<file path="src/rtl/wb_port_arbiter.sv">
// Register-file write-port arbiter: load returns normally win, buffered ALU
// results drain in order and are forced through after STARVE_MAX load grants.
module wb_port_arbiter #(
  parameter int DATA_W     = 32,
  parameter int ADDR_W     = 5,
  parameter int FIFO_DEPTH = 2,
  parameter int STARVE_MAX = 3
) (
  input  logic              clk,
  input  logic              rst_n,
  input  logic              alu_valid,
  output logic              alu_ready,
  input  logic [ADDR_W-1:0] alu_waddr,
  input  logic [DATA_W-1:0] alu_wdata,
  input  logic              mem_valid,
  output logic              mem_ready,
  input  logic [ADDR_W-1:0] mem_waddr,
  input  logic [DATA_W-1:0] mem_wdata,
  output logic              rf_we,
  output logic [ADDR_W-1:0] rf_waddr,
  output logic [DATA_W-1:0] rf_wdata,
  output logic              wb_sel,
  output logic              busy,
  output logic              dbg_state
);

  // Handshakes: a transfer happens in a cycle where valid && ready are both
  // high at the rising edge; ready never depends on valid in the same cycle.

  typedef enum logic {
    PRI_MEM = 1'b0,
    PRI_ALU = 1'b1
  } state_e;

  localparam int PW = $clog2(FIFO_DEPTH);
  localparam int CW = $clog2(STARVE_MAX + 1);
  localparam int EW = ADDR_W + DATA_W;

  logic [EW-1:0]     fifo_mem_q [FIFO_DEPTH];
  logic [PW-1:0]     rd_ptr_q, rd_ptr_d;
  logic [PW-1:0]     wr_ptr_q, wr_ptr_d;
  logic [PW:0]       count_q, count_d;
  logic              fifo_empty, fifo_full;
  logic              push, pop;
  logic [EW-1:0]     head;

  state_e            state_q, state_d;
  logic [CW-1:0]     starve_q, starve_d;
  logic              grant_mem, grant_alu;

  logic              rf_we_q, rf_we_d;
  logic [ADDR_W-1:0] rf_waddr_q, rf_waddr_d;
  logic [DATA_W-1:0] rf_wdata_q, rf_wdata_d;
  logic              wb_sel_q, wb_sel_d;

  assign fifo_empty = (count_q == '0);
  assign fifo_full  = (count_q == (PW+1)'(FIFO_DEPTH));
  assign head       = fifo_mem_q[rd_ptr_q];

  // Arbitration uses the registered FIFO state, so a push into an empty FIFO
  // cannot be granted in its own cycle.
  always_comb begin
    state_d   = state_q;
    starve_d  = starve_q;
    grant_mem = 1'b0;
    grant_alu = 1'b0;
    mem_ready = 1'b1;
    case (state_q)
      PRI_MEM: begin
        if (mem_valid) begin
          grant_mem = 1'b1;
          if (!fifo_empty) begin
            starve_d = starve_q + 1'b1;
            if (starve_d == CW'(STARVE_MAX)) state_d = PRI_ALU;
          end
        end else if (!fifo_empty) begin
          grant_alu = 1'b1;
          starve_d  = '0;
        end
      end
      PRI_ALU: begin
        mem_ready = 1'b0;
        grant_alu = !fifo_empty;
        starve_d  = '0;
        state_d   = PRI_MEM;
      end
      default: state_d = PRI_MEM;
    endcase
  end

  assign alu_ready = !fifo_full;
  assign push      = alu_valid && !fifo_full;
  assign pop       = grant_alu;

  always_comb begin
    rd_ptr_d = rd_ptr_q;
    wr_ptr_d = wr_ptr_q;
    count_d  = count_q;
    if (push) wr_ptr_d = wr_ptr_q + 1'b1;
    if (pop)  rd_ptr_d = rd_ptr_q + 1'b1;
    case ({push, pop})
      2'b10:   count_d = count_q + 1'b1;
      2'b01:   count_d = count_q - 1'b1;
      default: count_d = count_q;
    endcase
  end

  // Address 0 is a valid grant that consumes the entry but never writes.
  always_comb begin
    rf_we_d    = 1'b0;
    rf_waddr_d = rf_waddr_q;
    rf_wdata_d = rf_wdata_q;
    wb_sel_d   = wb_sel_q;
    if (grant_mem) begin
      rf_we_d    = (mem_waddr != '0);
      rf_waddr_d = mem_waddr;
      rf_wdata_d = mem_wdata;
      wb_sel_d   = 1'b1;
    end else if (grant_alu) begin
      rf_we_d    = (head[EW-1:DATA_W] != '0);
      rf_waddr_d = head[EW-1:DATA_W];
      rf_wdata_d = head[DATA_W-1:0];
      wb_sel_d   = 1'b0;
    end
  end

  always_ff @(posedge clk or negedge rst_n) begin
    if (!rst_n) begin
      state_q    <= PRI_MEM;
      starve_q   <= '0;
      rd_ptr_q   <= '0;
      wr_ptr_q   <= '0;
      count_q    <= '0;
      rf_we_q    <= 1'b0;
      rf_waddr_q <= '0;
      rf_wdata_q <= '0;
      wb_sel_q   <= 1'b0;
    end else begin
      state_q    <= state_d;
      starve_q   <= starve_d;
      rd_ptr_q   <= rd_ptr_d;
      wr_ptr_q   <= wr_ptr_d;
      count_q    <= count_d;
      rf_we_q    <= rf_we_d;
      rf_waddr_q <= rf_waddr_d;
      rf_wdata_q <= rf_wdata_d;
      wb_sel_q   <= wb_sel_d;
    end
  end

  // Storage needs no reset: entries are only read when the count says valid.
  always_ff @(posedge clk) begin
    if (push) fifo_mem_q[wr_ptr_q] <= {alu_waddr, alu_wdata};
  end

  assign rf_we     = rf_we_q;
  assign rf_waddr  = rf_waddr_q;
  assign rf_wdata  = rf_wdata_q;
  assign wb_sel    = wb_sel_q;
  assign busy      = !fifo_empty || rf_we_q;
  assign dbg_state = (state_q == PRI_ALU);

endmodule

</file>
<file path="config.mk">
export PLATFORM = sky130hd
export DESIGN_NAME = wb_port_arbiter
export DESIGN_NICKNAME = d
export VERILOG_FILES = /design/src/rtl/wb_port_arbiter.sv
export SDC_FILE = /design/constraint.sdc
export NUM_CORES = 1
export LEC_CHECK = 0
export ABC_CLOCK_PERIOD_IN_PS = 5700
export CORE_ASPECT_RATIO = 1.2
export CORE_MARGIN = 5
export CORE_UTILIZATION = 30
export CTS_CLUSTER_DIAMETER = 150
export DETAILED_ROUTE_END_ITERATION = 12
export DONT_BUFFER_PORTS = 1
export GPL_ROUTABILITY_DRIVEN = 0
export PLACE_DENSITY = 0.55
export SLEW_MARGIN = 10
export SYNTH_ARGS = -nofsm -noshare
export SYNTH_HDL_FRONTEND = slang
export SYNTH_SLANG_ARGS = --single-unit
</file>
<file path="constraint.sdc">
create_clock -name clk -period 5.7 [get_ports clk]
set_input_delay 1.14 -clock clk [delete_from_list [all_inputs] [get_ports clk]]
set_output_delay 1.14 -clock clk [all_outputs]
set_load 0.05 [all_outputs]
</file>
==> flow_metrics.py, run 1 <==
metrics = {
    "outcome": {
        "status": "finished, final reports clean",
    },
    "grt": {
        "grt_first_pass_wirelength_mm": 16.2,
        "grtUsageTotal_pct": 11.6,
        "antenna_found_initial": 0,
        "grt_max_degree": 79,
        "overflow": 0,
        "grt_pass1_vias": 2842,
    },
    "logic_synthesis": {
        "yosys.area_share.adder_pct": 0.521,
        "syn_area_mm2": 0.00480,
        "synth_mux_area_share_pct": 0,
        "yosysTopAreaCellShare_pct": 46.3,
        "yosys.area.top_type": "edfxtp_1",
        "yosysWarnings": 0,
        "yosys.area_share.simple_pct": 12.9,
        "synth_top_family_by_area": "simple AND/OR/NAND/NOR gates",
        "ys_seq_area_share_pct": 70.2,
        "synth_compound_area_share_pct": 12.4,
        "synthTopCellsByArea": "edfxtp_1 46%, dfrtp_1 24%, o31ai_1 5.9%, a211oi_1 5.8%, nor2b_1 4.9%",
        "synth_cell_type_count": 31,
        "syn_avg_cell_area_um2": 13.1,
        "synthXorXnorAreaFrac_pct": 0.912,
        "ys_seq_elements": 120,
        "synthCells": 366,
        "synth_fp_nets": 446,
    },
    "sta": {
        "timing.hold.ws_ns": 0.424,
        "slew_viol_final": 0,
        "fin_ws_ns": 2.97,
        "period_minus_slack_ns": 2.73,
        "slew_headroom_pct": 24.5,
        "worst_pin_slew_ns": 1.13,
        "hold_violations": 0,
        "skew_ns": 0.00767,
        "setup-tns-final_ns": 0,
        "grt_setup_unrepaired": "no",
        "period_share_pct": 47.8,
        "fmax_ghz": 0.367,
        "setup_viol": 0,
    },
    "cts": {
        "numCtsBuffers": 17,
        "cts-root-buf": "clkbuf_16",
        "cts_setup_buffers": 0,
        "cts_buffer_depth": 2,
        "path_clk_slew_ns": 0.06,
        "insertion_delay_ns": 0.41,
        "cts_hold_buf": 0,
        "clkSinkCount": 120,
        "cts_tree": "built",
        "cts_resized": 0,
        "htree_levels": 4,
    },
    "cells_and_area": {
        "drive_gt1_share_pct": 10.7,
        "n_fill_cell": 1513,
        "area_growth_pct": 15.2,
        "num_antenna_cells": 0,
        "fin_nets": 441,
        "utilization_pct": 35.4,
    },
    "route": {
        "drt_first_pass_iters": 4,
        "vias": 2798,
        "drt-total-wl_mm": 10.7,
        "drt-vias-per-instance": 4.81,
        "ant_nets": 0,
        "post_drt_wl_per_cell_um": 18.3,
        "drt_drc_violations_left": 0,
        "drt_iter0_markers": 130,
    },
    "setup_path": {
        "worstPathCellList": "inv_1",
        "path_buf_inv": 1,
        "critPathSlowestCell": "dfrtp_1",
        "critPathMaxStageDelay_ns": 0.77,
        "worstPathArrival_ns": 1.59,
        "crit_path_start_kind": "flop",
        "end_kind": "primary output",
        "crit_family": "flip-flops",
        "cp_max_fo": 5,
        "required_ns": 4.56,
        "crit_type": "reg -> out",
    },
    "floorplanning": {
        "start_util_pct": 30.7,
        "boundaryPins": 121,
        "std_cell_rows": 50,
        "die_y_um": 149,
        "die-area_mm2": 0.0187,
        "dieWidth_um": 126,
        "core_area_mm2": 0.0156,
    },
    "pwr": {
        "p_leak_nw": 2.00,
        "irDropWorstVdd_mv": 0.233,
        "total_power_w": 0.00351,
        "powerDensity_mw_per_mm2": 634,
    },
    "placed_design": {
        "portBuffers": 0,
        "place_worst_setup_slack_ns": 3.02,
        "hpwl_mm": 7.05,
    },
    "job": {
        "cap_violations": 0,
    },
    "min_path": {
        "hp-class": "in -> async",
    },
}
## layout make-up
type | instances | area [µm²] | area share, %
timing repair buffer | 2 | 15.0 | 0.271
clock buffer | 17 | 425 | 7.69
sequential | 120 | 3370 | 61.0
tap | 208 | 260 | 4.70
multi-input combinational | 217 | 1310 | 23.6
clock inverter | 15 | 141 | 2.55
inverter | 3 | 11.3 | 0.203
## cell usage after synthesis (all sizes together)
cell    number
xnor2        4
inv          3
o31ai       38
nor3         1
edfxtp      74
xor2         1
dfrtp       46
o22a         1
or4          1
a21oi        1
a21o         1
and3         2
nand3b       1
nand2       39
nor4         1
o21ai        2
nor4b        1
or3          1
a211oi      37
clkbuf      10
nor3b        1
or2          2
nand2b       1
nor2b       38
ha           2
nor2        40
buf         16
nand3        1
## placed cells by master (no fill, tap or decap), types with 2 or more instances in the layout
| cell type | Yosys | routed |
|---|---|---|
| o31ai_1 | 38 | 38 |
| nand2_1 | 39 | 39 |
| buf_4 | 5 | 2 |
| nor2b_1 | 38 | 37 |
| a211oi_1 | 37 | 37 |
| clkinv_2 | 0 | 3 |
| inv_1 | 3 | 3 |
| ha_1 | 2 | 2 |
| edfxtp_1 | 74 | 74 |
| inv_6 | 0 | 4 |
| xnor2_1 | 4 | 4 |
| dfrtp_1 | 46 | 45 |
| clkinv_4 | 0 | 4 |
| nor2_1 | 40 | 38 |
| clkbuf_16 | 0 | 17 |
| nor2_4 | 0 | 2 |
| clkinvlp_4 | 0 | 2 |
## layer usage
layer	track usage [%]	vias up	share of wire (%)
li1	-	1336	-
met1	12.3	1364	38
met2	18.7	80	49
met3	6.54	18	11
met4	5.48	0	2.2
met5	0	-	0
## logic make-up (layout without fill, tap and decap cells)
group	Yosys count	count (layout)
and+or+nand+nor	130	130
DFF	120	120
AOI/OAI and AO/OA	80	80
buffers and inverters	29	37
xor gates and xnor gates	5	5
adders and majority gates	2	2
## per-stage QoR
step / area [µm²] / cells
6_report: 5530 / 582
3_5_place_dp: 4970 / 550
3_3_place_gp: 4970 / 550
4_1_cts: 5530 / 582
5_1_grt: 5530 / 582
2_1_floorplan: 4800 / 366
## report_power, final
group          total, W  switching, W  internal [W]
clock           0.00101      0.000405      0.000607
sequential      0.00181      0.000604       0.00120
combinational  0.000686      0.000450      0.000236
## sequential cells by signal, summed over array words and instances, names as in the netlist
signal / cells
fifo_mem_q: 74
rf_wdata: 32
rf_waddr: 5
count_q: 2
starve_q: 2
dbg_state: 1
rd_ptr_q: 1
rf_we: 1
wb_sel: 1
wr_ptr_q: 1
## final timing paths
check                                    end        start  depth (start not counted)  slack (ns)
max                                mem_ready    dbg_state                          1        2.97
min                              rf_wdata[9]        rst_n                          0        0.42
max reg2reg                fifo_mem_q[0][36]   count_q[0]                          3        3.11
min reg2reg                      starve_q[1]  starve_q[1]                          2        0.55
max in group asynchronous           rd_ptr_q        rst_n                          0        5.18
min in group clk                 starve_q[1]  starve_q[1]                          2        0.55
Note: power is estimated with default switching activity, not from simulation.
==> run 2, diff against run 1 <==
ABC_AREA = 1   (was default)
ABC_CLOCK_PERIOD_IN_PS = 2600   (was 5700)
clock period = 2.6 ns   (was 5.7 ns; I/O delays follow)
==> flow_metrics.py, run 2 <==
metrics = {
    "outcome": {
        "status": "finished, final reports clean",
    },
    "cts": {
        "insertion_delay_ns": 0.40,
        "numCtsBuffers": 17,
        "cts_setup_buffers": 0,
        "cts_buffer_depth": 2,
        "htree_levels": 4,
        "path_clk_slew_ns": 0.05,
        "cts_tree": "built",
        "clkSinkCount": 120,
        "cts-root-buf": "clkbuf_16",
        "cts_resized": 0,
    },
    "setup_path": {
        "cp_common_cell": "inv_2",
        "critPathMaxStageDelay_ns": 0.58,
        "worstPathArrival_ns": 2.30,
        "end_kind": "flop",
        "required_ns": 2.89,
        "crit_type": "reg -> reg",
        "crit_path_start_kind": "flop",
        "critPathSlowestCell": "dfrtp_1",
        "worstPathCellList": "inv_2 > nand2_2 > nand2_4 > inv_2 > ha_1 > a21oi_1 > nand2_1 > xor2_1",
        "cp_max_fo": 5,
        "r2r_slack_ns": 0.59,
    },
    "route": {
        "post_drt_wl_per_cell_um": 17.1,
        "vias": 2994,
        "drt_iter0_markers": 126,
        "highest_layer": "met4",
        "met2_length_mm": 5.97,
        "drt_first_pass_iters": 6,
        "ant_nets": 0,
        "wl_met3_um": 707,
        "drt_drc_violations_left": 0,
        "wl_met1_mm": 4.54,
        "drt-vias-per-instance": 4.51,
        "drt-total-wl_mm": 11.4,
    },
    "sta": {
        "slew_viol_final": 0,
        "setup_viol": 0,
        "period_share_pct": 77.3,
        "period_minus_slack_ns": 2.01,
        "grt_setup_unrepaired": "no",
        "skew_ns": 0.00618,
        "hold_violations": 0,
        "fmax_ghz": 0.498,
        "slew_headroom_pct": 49.7,
        "timing.hold.ws_ns": 0.209,
        "setup-tns-final_ns": 0,
        "worst_pin_slew_ns": 0.754,
    },
    "job": {
        "cap_violations": 0,
    },
    "logic_synthesis": {
        "synthCells": 434,
        "synth_edf_count": 74,
        "synth_fp_nets": 514,
        "postSynth.asyncResetShare_pct": 38.3,
        "syn_avg_cell_area_um2": 11.0,
        "synthTopCellsByArea": "edfxtp_1 46%, dfrtp_1 24%, nand2_1 15%, nand3_1 3.9%, o211ai_1 2.8%",
        "syn_area_mm2": 0.00479,
        "ys_seq_area_share_pct": 70.4,
        "synthFlopType": "edfxtp_1",
        "synth_common_cells": "196 x nand2_1, 74 x edfxtp_1, 46 x dfrtp_1",
        "yosysTopAreaCellShare_pct": 46.4,
        "synth.most_common_cell": "nand2_1",
        "yosys.area.top_type": "edfxtp_1",
        "yosysWarnings": 0,
        "ys_seq_elements": 120,
        "synth_cell_type_count": 23,
    },
    "pwr": {
        "power.switching_w": 0.00321,
        "irDropWorstVdd_mv": 0.424,
        "powerDensity_mw_per_mm2": 1380,
        "p_sw_share_pct": 41.7,
        "seqPwrFrac_pct": 52.0,
        "comb_power_share_pct": 19.9,
        "p_leak_nw": 2.27,
        "p_int_w": 0.00448,
        "pwr-share-clk_pct": 28.1,
    },
    "floorplanning": {
        "die-area_mm2": 0.0186,
        "core_area_mm2": 0.0156,
        "start_util_pct": 30.6,
        "std_cell_rows": 50,
        "die_y_um": 148,
        "boundaryPins": 121,
        "dieWidth_um": 125,
    },
    "cells_and_area": {
        "mostFrequentLayoutCells": "196 x nand2_1, 74 x edfxtp_1, 46 x dfrtp_1, 37 x nand3_1, 18 x o211ai_1",
        "seq_area_mm2": 0.00337,
        "num_antenna_cells": 0,
        "largest-register": "fifo_mem_q",
        "n_fill_cell": 1562,
        "layout_commonest_cell": "nand2_1",
        "area_growth_pct": 16.3,
        "fin_nets": 523,
        "largest_reg_flops": 74,
        "drive_gt1_share_pct": 9.87,
        "utilization_pct": 35.6,
        "multi_input_area_mm2": 0.00126,
    },
    "grt": {
        "antenna_found_initial": 0,
        "grtUsageTotal_pct": 12.7,
        "grt_pass1_vias": 3092,
        "grt_max_degree": 47,
        "overflow": 0,
        "grt_first_pass_wirelength_mm": 17.8,
    },
    "placed_design": {
        "hpwl_mm": 7.33,
        "portBuffers": 0,
    },
    "min_path": {
        "hp-class": "in -> reg",
    },
}
==> run 2: kinds of logic (layout without fill, tap and decap cells) <==
| logic type | count (synthesis) | after routing | share of synthesized area (%) |
|---|---|---|---|
| and+or+nand+nor | 256 | 256 | 21.6 |
| AOI/OAI and AO/OA | 22 | 22 | 3.24 |
| adders and majority gates | 2 | 2 | 0.522 |
| buffers and inverters | 31 | 53 | 3.71 |
| DFF | 120 | 120 | 70.4 |
| xor gates and xnor gates | 3 | 3 | 0.548 |
==> run 2: worst max-delay path: cells and delay by family, from the launching register on <==
family                   cells  cell delay, ns
XOR/XNOR                     1            0.14
AO/OA/AOI/OAI                1            0.13
AND/OR/NAND/NOR              3            0.37
buffers and inverters        2            0.38
adder cells (fa/ha/maj)      1            0.29
flip-flops                   1            0.58
==> run 2: what timing repair did <==
action | CTS | global route
hold buffers | 2 | 0
endpoints found under the setup margin | 0 | 0
hold endpoints to repair | 46 | 0
==> run 2: path summary, 6_finish.rpt <==
check,start,end,depth (start not counted)
max,dbg_state,count_q[1],8
min,alu_wdata[14],fifo_mem_q[1][14],0
max reg2reg,dbg_state,count_q[1],8
min reg2reg,starve_q[0],starve_q[0],1
max in group asynchronous,rst_n,rf_wdata[6],2
min in group asynchronous,rst_n,rf_wdata[2],2
==> run 2: power groups by stage <==
stage,combinational (W),sequential [W],clock (W)
finish,0.00153,0.00400,0.00216
global route,0.00177,0.00407,0.00231
CTS,0.00158,0.00402,0.00222
detailed placement,0.00155,0.00405,0
global placement,0.00152,0.00404,0
floorplan,0.00119,0.00394,0
==> run 2: cell type report <==
class                           count  area share [%]
Sequential cell                   120            60.5
Clock inverter                     12            1.95
Multi-Input combinational cell    283            22.6
Tap cell                          208            4.67
Clock buffer                       20            7.83
Timing Repair Buffer                9            1.62
Inverter                           12           0.853
==> run 2: metrics by stage <==
| stage | setup slack [ns] | total power [W] | instances | cell area (µm²) |
|---|---|---|---|---|
| after floorplan | 0.133 | 0.00513 | 434 | 4800 |
| after global placement | 0.625 | 0.00556 | 630 | 4990 |
| after detailed placement | 0.583 | 0.00560 | 630 | 4990 |
| after CTS | 0.568 | 0.00781 | 664 | 5570 |
| after global routing | 0.440 | 0.00815 | 664 | 5570 |
| final | 0.591 | 0.00769 | 664 | 5570 |
==> run 2: layer usage <==
metal	vias to the layer above	GRT usage (%)
met1	1441	14.1
met3	9	5.60
li1	1469	-
met5	-	0
met2	75	21.8
met4	0	4.34
==> run 3, diff against run 2 <==
ABC_CLOCK_PERIOD_IN_PS = 1700   (was 2600)
PLACE_DENSITY = 0.56   (was 0.55)
clock period = 1.7 ns   (was 2.6 ns; I/O delays follow)
==> flow_metrics.py, run 3 (same netlist as run 2, synthesis figures left out) <==
metrics = {
    "route": {
        "vias": 3101,
        "drt_first_pass_iters": 4,
        "drt_drc_violations_left": 0,
        "post_drt_wl_per_cell_um": 16.7,
        "drt-vias-per-instance": 4.51,
        "drt-total-wl_mm": 11.5,
        "drt_iter0_markers": 134,
        "ant_nets": 0,
    },
    "floorplanning": {
        "core_area_mm2": 0.0156,
        "die-area_mm2": 0.0186,
        "boundaryPins": 121,
        "die_y_um": 148,
        "start_util_pct": 30.6,
        "std_cell_rows": 50,
        "dieWidth_um": 125,
    },
    "pwr": {
        "power.switching_w": 0.00499,
        "seqPwrFrac_pct": 48.7,
        "irDropWorstVdd_mv": 1.03,
        "comb_power_share_pct": 21.7,
        "powerDensity_mw_per_mm2": 2100,
        "pwr-share-clk_pct": 29.6,
        "p_leak_nw": 2.43,
        "total_power_w": 0.0125,
        "p_sw_share_pct": 40.0,
        "p_int_w": 0.00749,
    },
    "grt": {
        "use_met2_pct": 21.9,
        "antenna_found_initial": 0,
        "overflow": 0,
        "grt_first_pass_wirelength_mm": 17.9,
        "grtUsageTotal_pct": 12.7,
        "grt_busiest_layer": "met2",
        "met3_usage_pct": 5.03,
        "use_met1_pct": 13.9,
        "grt_max_degree": 47,
        "grt_pass1_vias": 3110,
    },
    "cts": {
        "numCtsBuffers": 17,
        "cts-root-buf": "clkbuf_16",
        "htree_levels": 4,
        "clkSinkCount": 120,
        "insertion_delay_ns": 0.41,
        "cts_buffer_depth": 2,
        "cts_tree": "built",
        "path_clk_slew_ns": 0.05,
    },
    "setup_path": {
        "worstPathCellList": "inv_2 > nand2_2 > or2_4",
        "worstPathArrival_ns": 1.30,
        "critPathMaxStageDelay_ns": 0.40,
        "cp_max_fo": 3,
        "timing.rr.start": "dbg_state",
        "rr_worst_depth": 8,
        "r2r_slack_ns": 0.20,
        "r2r-end": "count_q[1]",
        "critPathSlowestCell": "dfrtp_2",
        "crit_path_start_kind": "flop",
        "crit_type": "reg -> out",
        "required_ns": 1.36,
        "end_kind": "primary output",
    },
    "cells_and_area": {
        "area_growth_pct": 24.0,
        "fin_nets": 547,
        "num_antenna_cells": 0,
        "largest_reg_flops": 74,
        "largest-register": "fifo_mem_q",
        "utilization_pct": 38.0,
        "layout_commonest_cell": "nand2_1",
        "mostFrequentLayoutCells": "193 x nand2_1, 74 x edfxtp_1, 44 x dfrtp_1, 37 x nand3_1, 18 x o211ai_1",
        "fin_cells": 687,
        "drive_gt1_share_pct": 13.8,
    },
    "sta": {
        "grt_setup_unrepaired": "no",
        "slew_viol_final": 0,
        "fmax_ghz": 0.611,
        "skew_ns": 0.00739,
        "hold_violations": 0,
        "slew_headroom_pct": 63.4,
        "period_minus_slack_ns": 1.64,
        "worst_pin_slew_ns": 0.549,
        "setup_viol": 0,
        "fin_ws_ns": 0.0640,
        "period_share_pct": 96.2,
    },
    "placed_design": {
        "place_inst": 637,
        "hpwl_mm": 7.77,
        "place_worst_setup_slack_ns": 0.192,
        "portBuffers": 0,
    },
    "min_path": {
        "hp-class": "in -> reg",
        "min-delay-start": "alu_wdata[1]",
        "whs_path_depth": 0,
        "min_to": "fifo_mem_q[1][1]",
    },
    "job": {
        "cap_violations": 0,
    },
    "outcome": {
        "status": "finished, final reports clean",
    },
}
run 3: cell count changes in the layout (fill, tap and decap cells not counted), sizes merged:
cell and change:
buf +9, bufinv +2, clkbuf +1, clkinv -3, clkinvlp -1, dlygate4sd3 +15
run 3: layout make-up:
type | count | area (µm²)
Fill cell | 1524 | 9690
Clock inverter | 10 | 150
Sequential cell | 120 | 3380
Inverter | 12 | 52.6
Multi-Input combinational cell | 283 | 1300
Timing Repair Buffer | 33 | 345
Clock buffer | 21 | 460
Tap cell | 208 | 260
run 3: worst max-delay path: cells and delay by family (launching register included):
family	cells	cell delay [ns]
DFF	1	0.40
and+or+nand+nor	2	0.41
buffers and inverters	1	0.08
run 3: per-layer routing:
metal | up-vias | share of wire (%)
li1 | 1518 | -
met1 | 1477 | 40
met2 | 88 | 52
met3 | 18 | 5.9
met4 | 0 | 2.0
met5 | - | 0
run 3: power by group through the flow:
| stage | clock [W] | combinational, W | sequential [W] |
|---|---|---|---|
| 2_1_floorplan | 0 | 0.00191 | 0.00603 |
| 3_3_place_gp | 0 | 0.00260 | 0.00615 |
| 3_5_place_dp | 0 | 0.00264 | 0.00617 |
| 4_1_cts | 0.00377 | 0.00277 | 0.00609 |
| 5_1_grt | 0.00391 | 0.00309 | 0.00616 |
| 6_report | 0.00369 | 0.00271 | 0.00607 |
run 3: timing repair:
action,4_1_cts,5_1_grt
buffers inserted,2,0
hold buffers,6,11
endpoints found under the setup margin,1,1
pin swaps,1,1
endpoints found under the hold margin,53,18
gates cloned,0,0
gates resized for setup,3,1
run 3: worst max-delay path by stage:
stage / to / cells past startpoint / startpoint
final: busy / 3 / count_q[0]
after global routing: busy / 3 / count_q[0]
after CTS: busy / 3 / count_q[0]
after detailed placement: count_q[1] / 8 / count_q[0]
after global placement: count_q[1] / 8 / count_q[0]
after floorplan: count_q[1] / 10 / dbg_state
run 3: stage by stage:
step / setup TNS, ns / instance area [µm²] / hold WS (ns)
floorplan: -4.89 / 4850 / 0.0444
global placement: 0 / 5130 / 0.0461
detailed placement: 0 / 5130 / 0.0459
CTS: 0 / 5840 / 0.000328
global route: 0 / 5950 / 0.000201
finish: 0 / 5950 / 0.0255
